### src/rtl/om_pkg.sv
// Shared types and defaults for the allocation tracker slice.
package om_pkg;

    localparam int unsigned OM_ADDR_W = 32;
    localparam logic [OM_ADDR_W-1:0] OM_MALLOC_ADDR_DEF = 32'h0000_0000;
    localparam int unsigned OM_TIMEOUT_DEF = 1024;

    typedef enum logic [1:0] {
        StIdle    = 2'd0,
        StWaitRet = 2'd1,
        StEmit    = 2'd2
    } om_trk_state_e;

endpackage

### src/rtl/om_sat_counter.sv
// Saturating up-counter, synchronous active-high clear.
module om_sat_counter #(
    parameter int unsigned W = 8
) (
    input  logic         clk_i,
    input  logic         rst_i,
    input  logic         inc_i,
    output logic [W-1:0] cnt_o
);

    logic [W-1:0] cnt_q;

    always_ff @(posedge clk_i) begin
        if (rst_i) begin
            cnt_q <= '0;
        end else if (inc_i && (cnt_q != {W{1'b1}})) begin
            cnt_q <= cnt_q + W'(1);
        end
    end

    assign cnt_o = cnt_q;

endmodule

### src/rtl/om_alloc_tracker.sv
// Pairs allocator calls with their returns and emits one [first,last] range write per allocation.
module om_alloc_tracker
    import om_pkg::*;
#(
    parameter logic [OM_ADDR_W-1:0] MALLOC_ADDR = OM_MALLOC_ADDR_DEF,
    parameter int unsigned          TIMEOUT     = OM_TIMEOUT_DEF,
    parameter int unsigned          CNT_W       = 8
) (
    input  logic                 clk_i,
    input  logic                 rst_i,
    input  logic                 enable_i,
    input  logic                 commit_valid_i,
    input  logic [OM_ADDR_W-1:0] commit_pc_i,
    input  logic                 commit_is_call_i,
    input  logic                 commit_is_ret_i,
    input  logic [OM_ADDR_W-1:0] commit_target_i,
    input  logic [OM_ADDR_W-1:0] a0_i,
    output logic                 en_write_o,
    output logic [OM_ADDR_W-1:0] addr_first_o,
    output logic [OM_ADDR_W-1:0] addr_last_o,
    output logic                 busy_o,
    output logic                 clamp_o,
    output logic [CNT_W-1:0]     drop_cnt_o,
    output logic [CNT_W-1:0]     skip_cnt_o
);

    localparam int unsigned TW = (TIMEOUT > 1) ? $clog2(TIMEOUT) : 1;
    localparam logic [TW-1:0] TIMER_LAST = TW'(TIMEOUT - 1);

    om_trk_state_e          state_q, state_d;
    logic [OM_ADDR_W-1:0]   size_q, ret_addr_q, base_q;
    logic [TW-1:0]          timer_q;
    logic                   strobe_q, clamp_q, skip_q;
    logic [OM_ADDR_W-1:0]   first_q, last_q;

    logic                   call_hit, ret_hit, timeout, latch_call, take_ret;
    logic                   drop_inc, skip_inc;
    logic [OM_ADDR_W:0]     sum;

    assign call_hit = commit_valid_i && commit_is_call_i && (commit_target_i == MALLOC_ADDR);
    assign ret_hit  = commit_valid_i && commit_is_ret_i && (commit_target_i == ret_addr_q);
    assign timeout  = (timer_q == TIMER_LAST);
    assign take_ret = enable_i && (state_q == StWaitRet) && ret_hit;
    assign latch_call = enable_i && call_hit && ((state_q == StIdle) || (state_q == StEmit));
    assign sum      = {1'b0, a0_i} + {1'b0, size_q} - {{OM_ADDR_W{1'b0}}, 1'b1};

    always_comb begin
        state_d = state_q;
        if (!enable_i) begin
            state_d = StIdle;
        end else begin
            unique case (state_q)
                StIdle:    if (call_hit) state_d = StWaitRet;
                StWaitRet: begin
                    if (ret_hit) state_d = StEmit;
                    else if (timeout) state_d = StIdle;
                end
                StEmit:    state_d = call_hit ? StWaitRet : StIdle;
                default:   state_d = StIdle;
            endcase
        end
    end

    // Aborts count once per pending allocation; a strobe already registered for EMIT is masked below.
    assign drop_inc = ((state_q != StIdle) && !enable_i)
                    || (enable_i && (state_q == StWaitRet) && timeout && !ret_hit);
    assign skip_inc = enable_i && (state_q == StEmit) && skip_q;

    always_ff @(posedge clk_i) begin
        if (rst_i) begin
            state_q    <= StIdle;
            size_q     <= '0;
            ret_addr_q <= '0;
            base_q     <= '0;
            timer_q    <= '0;
            strobe_q   <= 1'b0;
            clamp_q    <= 1'b0;
            skip_q     <= 1'b0;
            first_q    <= '0;
            last_q     <= '0;
        end else begin
            state_q  <= state_d;
            strobe_q <= 1'b0;
            clamp_q  <= 1'b0;
            skip_q   <= 1'b0;
            if (state_q == StWaitRet) begin
                timer_q <= timer_q + TW'(1);
            end
            if (latch_call) begin
                size_q     <= a0_i;
                ret_addr_q <= commit_pc_i + 32'd4;
                timer_q    <= '0;
            end
            if (take_ret) begin
                base_q <= a0_i;
                if ((a0_i == '0) || (size_q == '0)) begin
                    skip_q <= 1'b1;
                end else begin
                    strobe_q <= 1'b1;
                    first_q  <= a0_i;
                    last_q   <= sum[OM_ADDR_W] ? {OM_ADDR_W{1'b1}} : sum[OM_ADDR_W-1:0];
                    clamp_q  <= sum[OM_ADDR_W];
                end
            end
        end
    end

    om_sat_counter #(.W(CNT_W)) u_drop_cnt (
        .clk_i (clk_i),
        .rst_i (rst_i),
        .inc_i (drop_inc),
        .cnt_o (drop_cnt_o)
    );

    om_sat_counter #(.W(CNT_W)) u_skip_cnt (
        .clk_i (clk_i),
        .rst_i (rst_i),
        .inc_i (skip_inc),
        .cnt_o (skip_cnt_o)
    );

    assign en_write_o   = strobe_q && enable_i;
    assign clamp_o      = clamp_q && enable_i;
    assign addr_first_o = first_q;
    assign addr_last_o  = last_q;
    assign busy_o       = (state_q != StIdle);

endmodule

### config.mk
export PLATFORM = sky130hd
export DESIGN_NAME = om_alloc_tracker
export DESIGN_NICKNAME = d
export VERILOG_FILES = /design/src/rtl/om_pkg.sv /design/src/rtl/om_sat_counter.sv /design/src/rtl/om_alloc_tracker.sv
export SDC_FILE = /design/constraint.sdc
export NUM_CORES = 1
export LEC_CHECK = 0
export CAP_MARGIN = 20
export CORE_MARGIN = 1
export CORE_UTILIZATION = 40
export DETAILED_ROUTE_END_ITERATION = 10
export SLEW_MARGIN = 30
export SYNTH_ARGS = -nofsm -noshare
export SYNTH_HDL_FRONTEND = slang
export SYNTH_HIERARCHICAL = 1
export SYNTH_SLANG_ARGS = --single-unit
### constraint.sdc
create_clock -name clk_i -period 4.65 [get_ports clk_i]
set_input_delay 0.6975 -clock clk_i [delete_from_list [all_inputs] [get_ports clk_i]]
set_output_delay 0.6975 -clock clk_i [all_outputs]
set_load 0.02 [all_outputs]
Word-level counts from Yosys, hierarchy flattened
Cells that the tools add are included.
- shift operators: 0
- equal/unequal tests: 8
- bitwise operators: 3
- multiplexer cells: 8
- order comparisons: 0
- divide/modulo/power cells: 0
- add/subtract/negate cells: 6
- reduce and logical (&&, ||, !) cells: 33
- $mul: 0
- operator list (kind ; count):
    $logic_not 32->1 ; 3
    $add 32x32->33 ; 1
    $sub 33x1->33 const B ; 1
    $add 32x3->32 const B ; 1
    $eq 32x32->1 ; 1
    $mux 32 ; 1
    $logic_and 1x1->1 ; 17
    $add 8x1->8 const B ; 2
    $ne 8x8->1 const B ; 2
    $add 10x1->10 const B ; 1
    $eq 10x10->1 const B ; 1
    $mux 2 ; 3
    $pmux 2 s3 ; 1
    $reduce_or 2->1 ; 3
    $reduce_and 2->1 ; 2
    $logic_or 1x1->1 ; 3
    $mux 1 ; 3
    $ne 3x3->1 const B ; 1
    $not 1->1 ; 3
    $reduce_or 3->1 ; 1
    $eq 2x1->1 const B ; 1
    $eq 2x2->1 const B ; 1
    $logic_not 1->1 ; 2
    $logic_not 2->1 ; 1
    2 further kinds ; 2
- word-level logic and storage cells: 69
- latch bits: 0
- memories: 0
- ROM bits: 0
- output and inout bits: 83
- register bits: 159
- memory bits (writable): 0

Logic depth before layout (Yosys ltp)
Gate-level depths: netlist (run 1).
- depth in word-level cells: 6
- gate-level depth with buffers: 15
- gate-level depth less buffers: 14

Hierarchy
The synthesis (run 1) kept the hierarchy.
- by module, submodules not included (module ; area an instance (um^2) ; times used ; cells an instance):
    om_alloc_tracker ; 8740.9 ; 1 ; 1082
    om_sat_counter ; 430.4 ; 2 ; 46

Worst setup path after synthesis (run 1)
Ideal clock, no wire load.
- path kind: in2reg
- start: input a0_i[2]
- end: register last_q[23], in the netlist addr_last_o[23]
- library setup time: 141 ps
- required time: 4509 ps
- arrival time: 3367 ps
- slack: 1142 ps
- stages on the path: 14
- path buffers: 1
- cells stage by stage: inv_1 > ha_1 > inv_1 > ha_1 > a211oi_2 > o21bai_4 > o2111a_2 > o31ai_4 > nor4_2 > nor3_4 > a211oi_4 > nor4_4 > buf_6 > a211oi_2
- word-level cells in the longest chain between the ends: 4
- ends and longest elaborated chain (element ; RTL line ; text):
    start: declaration ; om_alloc_tracker.sv:17 ; input logic [OM_ADDR_W-1:0] a0_i,
    branches (longest 4 deep; another with $add 32x32->33) ; n/a ;
    end signal: assignment ; om_alloc_tracker.sv:101 ; last_q <= sum[OM_ADDR_W] ? {OM_ADDR_W{1'b1}} : sum[OM_ADDR_W-1:0];
    end: declaration ; om_alloc_tracker.sv:34 ; logic [OM_ADDR_W-1:0] first_q, last_q;
Parallel ways; which one is timed is not known.
A chain may end at the register's enable or synchronous reset.

Worst setup path in the final report (run 1)
- start: input a0_i[2]
- end: register last_q[7], in the netlist addr_last_o[7]
Same word-level chain as after synthesis.

==> flow_metrics.py, run 1 <==
metrics = {
    "run_status": {
        "status": "finished clean",
    },
    "detailed_routing": {
        "first_pass_iters": 6,
        "wl_per_cell_um": 15.26,
        "vias": 8435,
        "route.met3.wl_um": 1381,
        "ant_nets": 0,
        "dr.max_layer_used": "met4",
        "drtIter0Drc": 413,
        "drc_errors": 0,
        "via_per_inst": 5.036,
        "wl_met2_um": 11410,
        "wl_um": 25550,
        "routedLengthMet1_um": 12350,
    },
    "clock_network": {
        "cts_root_buffer": "clkbuf_16",
        "clk_latency_ns": 0.44,
        "postCtsSetupBuffers": 0,
        "cts_resized": 0,
        "cts_tree": "yes",
        "ctsHoldBuffers": 0,
        "cts_buffers": 17,
        "path_clk_slew_ns": 0.07,
        "cts.sinks": 159,
        "cts_max_level": 4,
        "cts_buffer_depth": 2,
    },
    "power_and_ir_drop": {
        "vdd.ir_drop.worst_mv": 0.2180,
        "p_leak_nw": 4.628,
        "power_density_nw_per_um2": 265.1,
    },
    "sta": {
        "fmax_ghz": 0.2479,
        "rsz0062_at_grt": "no",
        "setup_viol": 0,
        "finalClockSkew_ns": 0.01145,
        "tightest_slew_ns": 0.7789,
        "hold_viol_final": 0,
        "slew_headroom_pct": 47.61,
        "period_needed_ns": 4.035,
        "hold_ws_ns": 0.4483,
        "final_max_slew_viol_count": 0,
        "tns_ns": 0,
        "period_share_pct": 86.77,
    },
    "critical_path": {
        "crit_start": "a0_i[2]",
        "r2r_setup_slack_ns": 1.12,
        "crit_end": "addr_last_o[7]",
        "path_max_fanout": 20,
        "critPathKind": "input pin to flip-flop",
        "reg2regPathDepth": 14,
        "required_ns": 4.95,
        "worstPathArrival_ns": 4.34,
        "reg2reg_from": "size_q[2]",
        "crit_path_start_kind": "input pin",
        "r2r_end": "addr_last_o[7]",
        "cp-end-kind": "flip-flop",
    },
    "min_path": {
        "min_path_type": "flip-flop to flip-flop",
        "holdPathStages": 2,
    },
    "global_route": {
        "grt_pass1_vias": 8022,
        "antenna_found_initial": 0,
        "track_usage_pct": 21.46,
        "grt-ovfl-total": 0,
        "grt_start_max_net_pins": 66,
        "grt_pass1_wl_um": 41480,
    },
    "die": {
        "initial_core_util_pct": 40.91,
        "dieArea_sq_um": 24630,
        "die_w_um": 156.9,
        "die_h_um": 156.9,
        "rows": 56,
        "pin_count": 185,
        "core_sq_um": 23470,
    },
    "layout": {
        "diodes": 0,
        "nNetsFinal": 1513,
        "drive_gt1_share_pct": 7.375,
        "syn_to_final_growth_pct": 28.54,
    },
    "logic_synthesis": {
        "synth_cell_types": 75,
        "syn_area_per_cell_sq_um": 8.179,
        "ys_seq_elements": 159,
        "yosysWarnings": 6,
        "synthArstFlopShare_pct": 0,
        "syn-num-nets": 1344,
        "netlist_area_sq_um": 9602,
        "netlist_instances": 1174,
        "yosysSeqAreaShare_pct": 33.15,
        "synth_enable_flop_cells": 0,
        "synthFlopType": "dfxtp_1",
    },
    "placement": {
        "port_buffers": 184,
        "globalplace.congestion": 0.8810,
        "place_hpwl_um": 19420,
    },
    "job": {
        "drv_cap": 0,
    },
}
[metrics by stage]
stage	total power, mW	setup slack (ns)	cell area, sq um	cells	util [%]
2_1_floorplan	1.682	1.142	9602	1174	-
3_3_place_gp	1.874	0.2911	11750	1643	50.05
3_5_place_dp	1.874	0.1743	11750	1643	50.05
4_1_cts	3.307	0.6381	12340	1675	52.58
5_1_grt	3.413	0.3602	12340	1675	52.58
6_report	3.272	0.6153	12340	1675	52.58
[worst min path at each step]
stage	start	slack, ns	end
finish	addr_first_o[27]	0.45	addr_first_o[27]
CTS	addr_first_o[23]	0.45	addr_first_o[23]
global placement	addr_first_o[22]	0.44	addr_first_o[22]
floorplan	timer_q[1]	0.45	timer_q[1]
global route	addr_first_o[23]	0.47	addr_first_o[23]
detailed placement	addr_first_o[23]	0.44	addr_first_o[23]
[placed cells by master, fill, tap and decap left out, types with 15 or more instances in the layout]
cell type and count:
nor2_1 120, clkbuf_16 17, xor2_1 38, clkdlybuf4s50_1 183, o21ai_0 18, xnor2_1 56, a21oi_1 69, dfxtp_1 159
ha_1 67, nand2_1 132, mux2i_1 37, nand3_1 23, nor4_1 29, a211oi_1 39, inv_1 138, nand4_1 23
nor3_1 18, a211oi_2 15
[area by class of cell]
class	instances	area, sq um
multi-input combinational	827	5650
timing repair buffer	200	1997
clock inverter	14	155.1
clock buffer	18	439.2
tap	319	399.1
fill	2244	11130
inverter	138	518.0
sequential	159	3183
[registers in the layout, summed over array words and instances, names as in the netlist]
register,cells
addr_first_o,32
timer_q,10
clamp_q,1
skip_q,1
state_q,2
addr_last_o,32
size_q,32
u_skip_cnt/cnt_o,8
ret_addr_q,32
u_drop_cnt/cnt_o,8
strobe_q,1
[report_power, final]
| part | leakage [nW] | internal, mW | switching, mW |
|---|---|---|---|
| clock network | 0.293 | 0.814 | 0.614 |
| logic | 3.06 | 0.219 | 0.264 |
| registers | 1.28 | 1.36 | 0.0000000000278 |
| total | 4.63 | 2.39 | 0.878 |
[kinds of logic (layout without fill, tap and decap cells)]
logic type                 Yosys count  after routing  share of synthesized area, %
AOI/OAI and AO/OA                  216            216                         16.42
xor gates and xnor gates            94             94                         8.574
adders and majority gates           68             68                         8.939
buffers and inverters              188            370                         8.092
DFF                                159            159                         33.15
muxes                               39             39                         4.170
and+or+nand+nor                    410            410                         20.65
[cell usage after synthesis (all sizes together) (9+ instances only)]
library cell,n,share of area [%]
ha,67,8.7
or3,9,0.61
nand2,132,5.2
dfxtp,159,33
nand3,23,1.2
nor2,120,4.7
a21o,10,0.82
xnor2,56,5.1
xor2,38,3.5
nor3,20,1.2
and3,11,0.82
o21bai,13,1.1
nor4,31,2.2
a21oi,75,4.1
buf,19,1.3
o21ai,21,1.1
a211oi,55,5.2
clkbuf,29,1.1
mux2i,37,3.9
inv,138,5.4
nand4,23,1.5
[per-layer routing]
metal	vias to the layer above	global-route usage [%]
li1	4354	-
met1	3865	28.99
met2	187	33.65
met3	29	5.369
met4	0	6.022
met5	-	0
[critical path, cell delays in order]
cell,delay (ns)
clkdlybuf4s50_1,0.55
inv_1,0.06
ha_1,0.27
inv_1,0.07
ha_1,0.32
a211oi_2,0.28
o21bai_4,0.12
o2111a_2,0.29
o31ai_4,0.38
nor4_2,0.13
nor3_4,0.25
a211oi_4,0.08
nor4_4,0.45
buf_12,0.26
a211oi_1,0.09
(Power assumes the default switching activity.)
==> run 2, diff against run 1 <==
Settings changed: CORE_UTILIZATION 40 to 53, PLACE_DENSITY set to 0.81.
==> run 2 against run 1 <==
  * Design area down 1.5%
  * Routed wire length down 3.9%
  * Count of clock-buffer cells in the layout is 1 lower
  * Clock skew increased by 0.0019 ns
  * Die area fell by 24%
  * Combinational power hardly changed
  * Via count up 3.0%
  * Critical endpoint is now addr_last_o[23]
  * Largest cell class unchanged
==> flow_metrics.py, run 2 (synthesized netlist as in run 1, its figures left out) <==
metrics = {
    "power_and_ir_drop": {
        "power_density_nw_per_um2": 264.2,
        "power.total_mw": 3.213,
        "p_leak_nw": 4.578,
        "vdd.ir_drop.worst_mv": 0.2491,
    },
    "global_route": {
        "track_usage_pct": 26.95,
        "grt_pass1_wl_um": 39990,
        "grt_start_max_net_pins": 86,
        "grt_pass1_vias": 8237,
        "antenna_found_initial": 0,
        "grt-ovfl-total": 0,
    },
    "die": {
        "core_sq_um": 17480,
        "dieArea_sq_um": 18660,
        "die_w_um": 136.6,
        "die_h_um": 136.6,
        "initial_core_util_pct": 54.94,
        "pin_count": 185,
        "rows": 48,
    },
    "placement": {
        "place_hpwl_um": 18350,
        "globalplace.congestion": 0.9390,
        "port_buffers": 184,
    },
    "detailed_routing": {
        "via_per_inst": 5.519,
        "ant_nets": 0,
        "wl_um": 24560,
        "drtIter0Drc": 485,
        "vias": 8692,
        "first_pass_iters": 5,
        "wl_per_cell_um": 15.59,
        "drc_errors": 0,
    },
    "layout": {
        "multi_input_area_sq_um": 5650,
        "syn_to_final_growth_pct": 26.64,
        "final_cell_mix": "clkdlybuf4s50_1 (183), dfxtp_1 (159), inv_1 (138)",
        "nNetsFinal": 1507,
        "seqCellArea_sq_um": 3183,
        "fill_cells": 1418,
        "final_common_cell": "clkdlybuf4s50_1",
        "drive_gt1_share_pct": 6.963,
        "diodes": 0,
    },
    "sta": {
        "slew_headroom_pct": 35.43,
        "tightest_slew_ns": 0.9685,
        "fmax_ghz": 0.2526,
        "setup_viol": 0,
        "finalClockSkew_ns": 0.01339,
        "rsz0062_at_grt": "no",
        "period_share_pct": 85.15,
        "hold_viol_final": 0,
        "period_needed_ns": 3.960,
        "final_max_slew_viol_count": 0,
        "tns_ns": 0,
    },
    "clock_network": {
        "cts_tree": "yes",
        "clk_latency_ns": 0.43,
        "cts_max_level": 4,
        "cts_root_buffer": "clkbuf_16",
        "cts_buffers": 17,
        "postCtsSetupBuffers": 0,
        "path_clk_slew_ns": 0.07,
        "cts.sinks": 159,
        "cts_buffer_depth": 2,
        "ctsHoldBuffers": 0,
        "cts_resized": 0,
    },
    "critical_path": {
        "path_max_fanout": 4,
        "worstPathArrival_ns": 4.31,
        "crit_path_start_kind": "input pin",
        "cp_num_buf_inv": 3,
        "slowest_delay_ns": 0.56,
        "slowest_stage": "clkdlybuf4s50_1",
        "critPathKind": "input pin to flip-flop",
        "cp_cell_sequence": "clkdlybuf4s50_1 > inv_1 > ha_1 > inv_1 > ha_1 > fa_1 > a21o_2 > a221o_1 > a21oi_1 > o21ai_0 > a31oi_1 > o21ai_0 > xnor2_1 > a211oi_2",
        "cp-end-kind": "flip-flop",
        "required_ns": 5.00,
        "critPathTopFamily": "compound AO/OA/AOI/OAI gates",
    },
    "run_status": {
        "status": "finished clean",
    },
    "job": {
        "drv_cap": 0,
    },
    "min_path": {
        "min_path_type": "flip-flop to flip-flop",
    },
}
-- run 2: path summary, 6_finish.rpt --
check	startpoint	end	slack, ns	cells after the start
worst max-delay path	a0_i[1]	addr_last_o[23]	0.69	14
worst min register to register	addr_first_o[25]	addr_first_o[25]	0.45	2
worst min-delay path	addr_first_o[25]	addr_first_o[25]	0.45	2
worst max register to register	size_q[1]	addr_last_o[23]	1.20	13
-- run 2: final cells by class --
class,count,area share (%)
Multi-Input combinational cell,827,46.47
Sequential cell,159,26.18
Timing Repair Buffer,194,16.05
Inverter,138,4.260
Clock buffer,17,3.499
Tap cell,225,2.315
Clock inverter,15,1.225
-- run 2: where the power goes --
part           internal (mW)  total (mW)  leakage [nW]    switching, mW
Sequential              1.36        1.36          1.28  0.0000000000277
Clock                  0.753        1.37         0.271            0.618
Combinational          0.216       0.481          3.03            0.264
-- run 2: per-stage QoR --
step	cells	setup slack, ns	instance area (sq um)	utilization [%]	hold slack (ns)
2_1_floorplan	1174	1.142	9602	-	0.4537
3_3_place_gp	1543	0.4611	11580	66.29	0.4388
3_5_place_dp	1543	0.3304	11580	66.29	0.4451
4_1_cts	1575	0.7500	12160	69.57	0.4548
5_1_grt	1575	0.4406	12160	69.57	0.4742
6_report	1575	0.6905	12160	69.57	0.4539
-- run 2: tightest hold or removal path, delay by kind of cell (launching register included) --
kind | cells | cell delay [ns]
AOI/OAI and AO/OA | 1 | 0.05
DFF | 1 | 0.31
and+or+nand+nor | 1 | 0.05
-- run 2: routing by layer --
layer  GRT usage (%)  wire (um)  up-vias
met5               0          0        -
met4           7.840        526        0
met3           5.667       1469       31
met2           44.87      11560      247
met1           34.89      11000     4060
li1                -          -     4354
